**config.mk**
```make
export PLATFORM = sky130hd
export DESIGN_NAME = ddr5_cmd_issuer_flat
export DESIGN_NICKNAME = d
export VERILOG_FILES = /design/src/rtl/ddr5_cmd_issuer_if.sv /design/src/rtl/ddr5_cmd_issuer.sv /design/src/flat_wrapper.sv
export SDC_FILE = /design/constraint.sdc
export NUM_CORES = 1
export LEC_CHECK = 0
export ABC_AREA = 1
export CAP_MARGIN = 40
export CORE_UTILIZATION = 40
export CTS_BUF_LIST = sky130_fd_sc_hd__clkbuf_16
export DETAILED_ROUTE_END_ITERATION = 10
export GPL_TIMING_DRIVEN = 0
export PLACE_DENSITY = 0.82
export SETUP_SLACK_MARGIN = 0.1
export SLEW_MARGIN = 15
export SYNTH_ARGS = -nofsm -noshare
export SYNTH_HDL_FRONTEND = slang
export SYNTH_SLANG_ARGS = --single-unit
export TNS_END_PERCENT = 100
```
**constraint.sdc**
```tcl
create_clock -name clock -period 2.6 [get_ports clock]
set_input_delay 0.26 -clock clock [delete_from_list [all_inputs] [get_ports clock]]
set_output_delay 0.26 -clock clock [all_outputs]
set_load 0.01 [all_outputs]
```
**src/rtl/ddr5_cmd_issuer_if.sv**
```systemverilog
// Request/command bundle between the request queue, the DDR5 command issuer
// and the trace stage. The issuer is the slave side; the queue/observer side
// is the master.
interface ddr5_cmd_issuer_if;
  logic        req_valid;
  logic        req_ready;
  logic [3:0]  req_core;
  logic [1:0]  req_op;
  logic [2:0]  req_bg;
  logic [1:0]  req_ba;
  logic [15:0] req_row;
  logic [9:0]  req_col;

  logic        cmd_valid;
  logic [2:0]  cmd_code;
  logic [3:0]  cmd_core;
  logic [2:0]  cmd_bg;
  logic [1:0]  cmd_ba;
  logic [15:0] cmd_row;
  logic [9:0]  cmd_col;
  logic        busy;
  logic        done;

  modport master (
    output req_valid, req_core, req_op, req_bg, req_ba, req_row, req_col,
    input  req_ready, cmd_valid, cmd_code, cmd_core, cmd_bg, cmd_ba,
           cmd_row, cmd_col, busy, done
  );

  modport slave (
    input  req_valid, req_core, req_op, req_bg, req_ba, req_row, req_col,
    output req_ready, cmd_valid, cmd_code, cmd_core, cmd_bg, cmd_ba,
           cmd_row, cmd_col, busy, done
  );
endinterface

```
**src/rtl/ddr5_cmd_issuer.sv**
```systemverilog
// DDR5 closed-page command issuer. Pops one request, emits ACT0/ACT1,
// RD0/RD1 or WR0/WR1, then PRE on DIMM ticks (every other CPU clock), with
// tRCD / tRTP|tWTP / tRP spacing enforced by a single down-counter.
// Optional: define CMD_TRACE_EN to print every issued command with a cycle stamp.
module ddr5_cmd_issuer #(
  parameter int T_RCD = 39,
  parameter int T_RTP = 18,
  parameter int T_WTP = 78,
  parameter int T_RP  = 39,
  parameter int CNT_W = 8
) (
  input  logic              clock,
  input  logic              reset_n,
  ddr5_cmd_issuer_if.slave  bus
);

  typedef enum logic [2:0] {
    IDLE, S_ACT0, S_ACT1, S_WAIT_RCD, S_CAS1, S_WAIT_PRE, S_WAIT_RP, DONE
  } state_t;

  localparam logic [2:0] C_ACT0 = 3'd0, C_ACT1 = 3'd1, C_RD0 = 3'd2, C_RD1 = 3'd3,
                         C_WR0  = 3'd4, C_WR1  = 3'd5, C_PRE = 3'd6, C_NOP = 3'd7;

  // Waits are loaded with T-1 so the gated command lands exactly T ticks later.
  localparam logic [CNT_W-1:0] LD_RCD = CNT_W'(T_RCD - 1);
  localparam logic [CNT_W-1:0] LD_RTP = CNT_W'(T_RTP - 1);
  localparam logic [CNT_W-1:0] LD_WTP = CNT_W'(T_WTP - 1);
  localparam logic [CNT_W-1:0] LD_RP  = CNT_W'(T_RP - 1);

  state_t           state, state_n;
  logic [CNT_W-1:0] cnt, cnt_n;
  logic             phase;
  logic             up;          // first clock out of reset has passed
  logic             wr;          // latched request is a write
  logic             cmd_valid_q, cmd_valid_n;
  logic [2:0]       cmd_code_q, cmd_code_n;
  logic [3:0]       core_q;
  logic [2:0]       bg_q;
  logic [1:0]       ba_q;
  logic [15:0]      row_q;
  logic [9:0]       col_q;

  logic tick, accept, done;

  assign tick   = (phase == 1'b0);
  assign done   = (state == DONE);
  assign accept = bus.req_valid && bus.req_ready;

  assign bus.req_ready = up && (state == IDLE) && !done;
  assign bus.busy      = (state != IDLE) && (state != DONE);
  assign bus.done      = done;
  assign bus.cmd_valid = cmd_valid_q;
  assign bus.cmd_code  = cmd_code_q;
  assign bus.cmd_core  = core_q;
  assign bus.cmd_bg    = bg_q;
  assign bus.cmd_ba    = ba_q;
  assign bus.cmd_row   = row_q;
  assign bus.cmd_col   = col_q;

  // Next-state, counter and command selection; commands only fire on ticks.
  always_comb begin
    state_n     = state;
    cnt_n       = cnt;
    cmd_valid_n = 1'b0;
    cmd_code_n  = C_NOP;
    case (state)
      IDLE: if (accept) state_n = (bus.req_op == 2'd3) ? DONE : S_ACT0;
      S_ACT0: if (tick) begin
        cmd_valid_n = 1'b1;
        cmd_code_n  = C_ACT0;
        state_n     = S_ACT1;
      end
      S_ACT1: if (tick) begin
        cmd_valid_n = 1'b1;
        cmd_code_n  = C_ACT1;
        cnt_n       = LD_RCD;
        state_n     = S_WAIT_RCD;
      end
      S_WAIT_RCD: if (tick) begin
        if (cnt == '0) begin
          cmd_valid_n = 1'b1;
          cmd_code_n  = wr ? C_WR0 : C_RD0;
          state_n     = S_CAS1;
        end else begin
          cnt_n = cnt - 1'b1;
        end
      end
      S_CAS1: if (tick) begin
        cmd_valid_n = 1'b1;
        cmd_code_n  = wr ? C_WR1 : C_RD1;
        cnt_n       = wr ? LD_WTP : LD_RTP;
        state_n     = S_WAIT_PRE;
      end
      S_WAIT_PRE: if (tick) begin
        if (cnt == '0) begin
          cmd_valid_n = 1'b1;
          cmd_code_n  = C_PRE;
          cnt_n       = LD_RP;
          state_n     = S_WAIT_RP;
        end else begin
          cnt_n = cnt - 1'b1;
        end
      end
      S_WAIT_RP: if (tick) begin
        if (cnt == '0) state_n = DONE;
        else           cnt_n   = cnt - 1'b1;
      end
      DONE:    state_n = IDLE;
      default: state_n = IDLE;
    endcase
  end

  // FSM state, tick phase, timing counter and registered command outputs.
  always_ff @(posedge clock) begin
    if (!reset_n) begin
      state       <= IDLE;
      cnt         <= '0;
      phase       <= 1'b0;
      up          <= 1'b0;
      cmd_valid_q <= 1'b0;
      cmd_code_q  <= C_NOP;
    end else begin
      state       <= state_n;
      cnt         <= cnt_n;
      phase       <= ~phase;
      up          <= 1'b1;
      cmd_valid_q <= cmd_valid_n;
      cmd_code_q  <= cmd_code_n;
    end
  end

  // Request fields: latched at accept, held for the request, zero in IDLE.
  always_ff @(posedge clock) begin
    if (!reset_n) begin
      wr     <= 1'b0;
      core_q <= '0;
      bg_q   <= '0;
      ba_q   <= '0;
      row_q  <= '0;
      col_q  <= '0;
    end else if (accept) begin
      wr     <= (bus.req_op == 2'd1);
      core_q <= bus.req_core;
      bg_q   <= bus.req_bg;
      ba_q   <= bus.req_ba;
      row_q  <= bus.req_row;
      col_q  <= bus.req_col;
    end else if (state_n == IDLE) begin
      wr     <= 1'b0;
      core_q <= '0;
      bg_q   <= '0;
      ba_q   <= '0;
      row_q  <= '0;
      col_q  <= '0;
    end
  end

`ifdef CMD_TRACE_EN
  logic [31:0] cycle;

  // Free-running clock stamp for the trace.
  always_ff @(posedge clock) begin
    if (!reset_n) cycle <= '0;
    else          cycle <= cycle + 32'd1;
  end

  // Print each issued command at the end of the clock it was valid in.
  always_ff @(posedge clock) begin
    if (cmd_valid_q) begin
      case (cmd_code_q)
        C_ACT0:  $display("%0d %0d ACT0 %0h %0h %0h", cycle, core_q, bg_q, ba_q, row_q);
        C_ACT1:  $display("%0d %0d ACT1 %0h %0h %0h", cycle, core_q, bg_q, ba_q, row_q);
        C_RD0:   $display("%0d %0d RD0 %0h %0h %0h", cycle, core_q, bg_q, ba_q, col_q);
        C_RD1:   $display("%0d %0d RD1 %0h %0h %0h", cycle, core_q, bg_q, ba_q, col_q);
        C_WR0:   $display("%0d %0d WR0 %0h %0h %0h", cycle, core_q, bg_q, ba_q, col_q);
        C_WR1:   $display("%0d %0d WR1 %0h %0h %0h", cycle, core_q, bg_q, ba_q, col_q);
        C_PRE:   $display("%0d %0d PRE %0h %0h", cycle, core_q, bg_q, ba_q);
        default: ;
      endcase
    end
  end
`endif

endmodule

```
**src/flat_wrapper.sv**
```systemverilog
// flat-port wrapper written by rule: the top's interface ports become plain ports
module ddr5_cmd_issuer_flat 
#(
  parameter int T_RCD = 39,
  parameter int T_RTP = 18,
  parameter int T_WTP = 78,
  parameter int T_RP  = 39,
  parameter int CNT_W = 8
)
  (clock, reset_n, bus_req_valid, bus_req_core, bus_req_op, bus_req_bg, bus_req_ba, bus_req_row, bus_req_col, bus_req_ready, bus_cmd_valid, bus_cmd_code, bus_cmd_core, bus_cmd_bg, bus_cmd_ba, bus_cmd_row, bus_cmd_col, bus_busy, bus_done);
  ddr5_cmd_issuer_if bus_i ();
  input  logic clock;
  input  logic reset_n;
  input wire logic [$bits(bus_i.req_valid)-1:0] bus_req_valid;
  input wire logic [$bits(bus_i.req_core)-1:0] bus_req_core;
  input wire logic [$bits(bus_i.req_op)-1:0] bus_req_op;
  input wire logic [$bits(bus_i.req_bg)-1:0] bus_req_bg;
  input wire logic [$bits(bus_i.req_ba)-1:0] bus_req_ba;
  input wire logic [$bits(bus_i.req_row)-1:0] bus_req_row;
  input wire logic [$bits(bus_i.req_col)-1:0] bus_req_col;
  output wire logic [$bits(bus_i.req_ready)-1:0] bus_req_ready;
  output wire logic [$bits(bus_i.cmd_valid)-1:0] bus_cmd_valid;
  output wire logic [$bits(bus_i.cmd_code)-1:0] bus_cmd_code;
  output wire logic [$bits(bus_i.cmd_core)-1:0] bus_cmd_core;
  output wire logic [$bits(bus_i.cmd_bg)-1:0] bus_cmd_bg;
  output wire logic [$bits(bus_i.cmd_ba)-1:0] bus_cmd_ba;
  output wire logic [$bits(bus_i.cmd_row)-1:0] bus_cmd_row;
  output wire logic [$bits(bus_i.cmd_col)-1:0] bus_cmd_col;
  output wire logic [$bits(bus_i.busy)-1:0] bus_busy;
  output wire logic [$bits(bus_i.done)-1:0] bus_done;
  assign bus_i.req_valid = bus_req_valid;
  assign bus_i.req_core = bus_req_core;
  assign bus_i.req_op = bus_req_op;
  assign bus_i.req_bg = bus_req_bg;
  assign bus_i.req_ba = bus_req_ba;
  assign bus_i.req_row = bus_req_row;
  assign bus_i.req_col = bus_req_col;
  assign bus_req_ready = bus_i.req_ready;
  assign bus_cmd_valid = bus_i.cmd_valid;
  assign bus_cmd_code = bus_i.cmd_code;
  assign bus_cmd_core = bus_i.cmd_core;
  assign bus_cmd_bg = bus_i.cmd_bg;
  assign bus_cmd_ba = bus_i.cmd_ba;
  assign bus_cmd_row = bus_i.cmd_row;
  assign bus_cmd_col = bus_i.cmd_col;
  assign bus_busy = bus_i.busy;
  assign bus_done = bus_i.done;
  ddr5_cmd_issuer #(.T_RCD(T_RCD), .T_RTP(T_RTP), .T_WTP(T_WTP), .T_RP(T_RP), .CNT_W(CNT_W)) u_core (.clock(clock), .reset_n(reset_n), .bus(bus_i));
endmodule
```
==> impl_metrics.toml <==
[synth]
synth.area.mux_share_pct = 0
synth_ff_type = "dfxtp_1"
yosysTopAreaCellShare_pct = 45.4
netlist_instances = 299
synth_top_family_by_area = "simple AND/OR/NAND/NOR gates"
synth.distinct_cells = 28
yosysTopAreaCell = "dfxtp_1"
synth_edf_count = 0
yosysMostFrequentCell = "nor2_1"
syn-num-nets = 341
yosys_warnings = 0
ys_ff_latch = 53
syn-cell-area_um2 = 2340
ys_top_cells_by_count = "nor2_1 (54), dfxtp_1 (53), nand2_1 (53)"
synth.avg_cell_area_um2 = 7.81
synth_xor_area_share_pct = 0.750
synth.area.top_cells = "dfxtp_1 (45%), a22oi_1 (12%), nor2_1 (8.7%)"
async_reset_ff_share_pct = 0
synthAdderAreaFrac_pct = 1.07
yosys.area_share.simple_pct = 27.3
yosysSeqAreaShare_pct = 45.4
synth_compound_area_share_pct = 17.4

[grt]
grt_max_degree = 18
grt_overflow = 0
grt_pass1_vias = 2172
grt_pass1_wl_um = 9600
globalRouteTotalUtil_pct = 19.6
antenna_found_initial = 0

[floorplanning]
initial_core_util_pct = 41.9
rows = 27
design.core.area_um2 = 5570
die_width_um = 78.4
die_area_um2 = 6150
pin_count = 82
die_y_um = 78.4

[power_and_ir_drop]
peakVddDrop_v = 0.000480
p_leak_nw = 1.40
power_density_nw_per_um2 = 646

[route]
vias_per_cell = 5.00
first_iter_violations = 222
wl_per_cell_um = 12.8
firstDrtPassIters = 4
vias = 2298
drc_errors = 0
wl_um = 5880
ant_nets = 0

[finish]
final_area_um2 = 3380
area_delta_synth_final_pct = 44.8
n_antenna_cell = 0
nFillCells = 491
nNetsFinal = 429
drive_gt1_share_pct = 9.02
layoutNonFillerInstCount = 460
post-route-util_pct = 60.7

[sta]
slew_headroom_pct = 70.9
drv_slew = 0
hold_viol = 0
fin_crit_sh_pct = 87.9
rsz0062_at_grt = "false"
max_freq_mhz = 438
finalSetupTns_ns = 0
clock_skew_ns = 0.00515
finalSetupViolCount = 0
layout_setup_ws_ns = 0.315
timing.final.crit_period_ns = 2.29
worst_slew_pin_slew_ns = 0.437

[placed_design]
port_buffers = 81
pre_cts_slack_ns = 0.653
hpwlAfterDp_um = 4410
placed_cells = 452
place_congestion = 0.922
dpl_cell_area_um2 = 3240

[clock_tree]
cts-resized-gates = 0
numCtsBuffers = 5
ctsLongestPathBuffers = 2
post_cts_buffers = 0
cts_root_buffer = "clkbuf_16"
clock_sinks = 53
cts_hold_buf = 0
clk_latency_ns = 0.29
cts_tree = "done"
htree_levels = 2
path_clk_slew_ns = 0.07

[critical_path]
crit_path_start_kind = "register"
crit_chain = "nor2_1, inv_1, nand2_1, nand2_2, buf_2, clkdlybuf4s50_1"
end_kind = "output port"
cp_slowest_cell = "clkdlybuf4s50_1"
crit_required_ns = 2.34
cp_slowest_stage_delay_ns = 0.57
critical_path_class = "register to output port"
crit_arrival_ns = 2.03
crit_fanout = 10

[flow_run]
cap_violations = 0

[outcome]
status = "complete, no violations"

[worst_hold_path]
holdCritPathClass = "register to register"
## path summary, 6_finish.rpt
check	cells past startpoint	slack, ns	start	endpoint
hold reg to reg	2	0.49	u_core.cnt[4]$_SDFFE_PN0P_	u_core.cnt[4]$_SDFFE_PN0P_
hold / removal	2	0.49	u_core.cnt[4]$_SDFFE_PN0P_	u_core.cnt[4]$_SDFFE_PN0P_
setup reg to reg	9	0.85	u_core.cnt[0]$_SDFFE_PN0P_	u_core.state[0]$_SDFF_PN0_
setup / recovery	6	0.31	u_core.state[0]$_SDFF_PN0_	bus_busy
## cells in the final DEF, fill, tap and decap left out, types with 3 or more instances in the layout
master,count
nand2_1,53
buf_2,3
nor2_1,54
clkbuf_1,4
a22oi_1,36
nor2_4,5
o21ai_0,8
nand2_2,6
clkbuf_16,5
inv_1,23
dfxtp_1,53
buf_6,4
clkdlybuf4s50_1,81
a21oi_1,9
inv_2,3
nand4_1,3
nand3_1,16
## area by class of cell
| class | instances | area (um2) | share of cell area (%) |
|---|---|---|---|
| timing repair buffer | 81 | 811 | 24.0 |
| inverter | 29 | 114 | 3.37 |
| sequential | 53 | 1060 | 31.4 |
| clock inverter | 3 | 21.3 | 0.629 |
| clock buffer | 5 | 125 | 3.70 |
| multi-input combinational | 206 | 1090 | 32.1 |
| buffer | 11 | 75.1 | 2.22 |
| tap | 72 | 90.1 | 2.66 |
## per-stage QoR
stage               hold slack, ns  power, mW
floorplan                    0.288       1.30
global placement             0.467       1.53
detailed placement           0.479       1.54
CTS                          0.491       2.20
global route                 0.528       2.30
finish                       0.493       2.19
## state kept, by name, indices dropped and copies added, names as in the netlist
register              cells
u_core.bus.cmd_valid      1
u_core.bus.cmd_row       16
u_core.wr                 1
u_core.state              3
u_core.up                 1
u_core.bus.cmd_col       10
u_core.cnt                8
u_core.bus.cmd_code       3
u_core.bus.cmd_ba         2
u_core.bus.cmd_core       4
u_core.phase              1
u_core.bus.cmd_bg         3
## critical path: cells and delay by family, from the launching register on
kind / cells / cell delay (ns)
flip-flops: 1 / 0.45
AND/OR/NAND/NOR: 3 / 0.38
buffers and inverters: 3 / 0.90
## cell families (layout without fill, tap and decap cells)
| group | after synthesis | in the layout |
|---|---|---|
| adders and majority gates | 2 | 2 |
| buffers and inverters | 40 | 129 |
| AOI/OAI and AO/OA | 60 | 60 |
| and+or+nand+nor | 142 | 142 |
| DFF | 53 | 53 |
| xor gates and xnor gates | 2 | 2 |
## where the power goes
group,switching [mW],internal [mW]
logic,0.344,0.268
registers,0.0377,0.869
clock network,0.307,0.359
total,0.690,1.50
## routing by layer
layer | vias up | global-route usage, % | wire length (um)
met5 | - | 0 | 0
met4 | 0 | 5.74 | 54
met3 | 6 | 5.81 | 369
met2 | 71 | 32.9 | 2860
met1 | 1047 | 24.1 | 2600
li1 | 1174 | - | -
(Power assumes the default switching activity.)
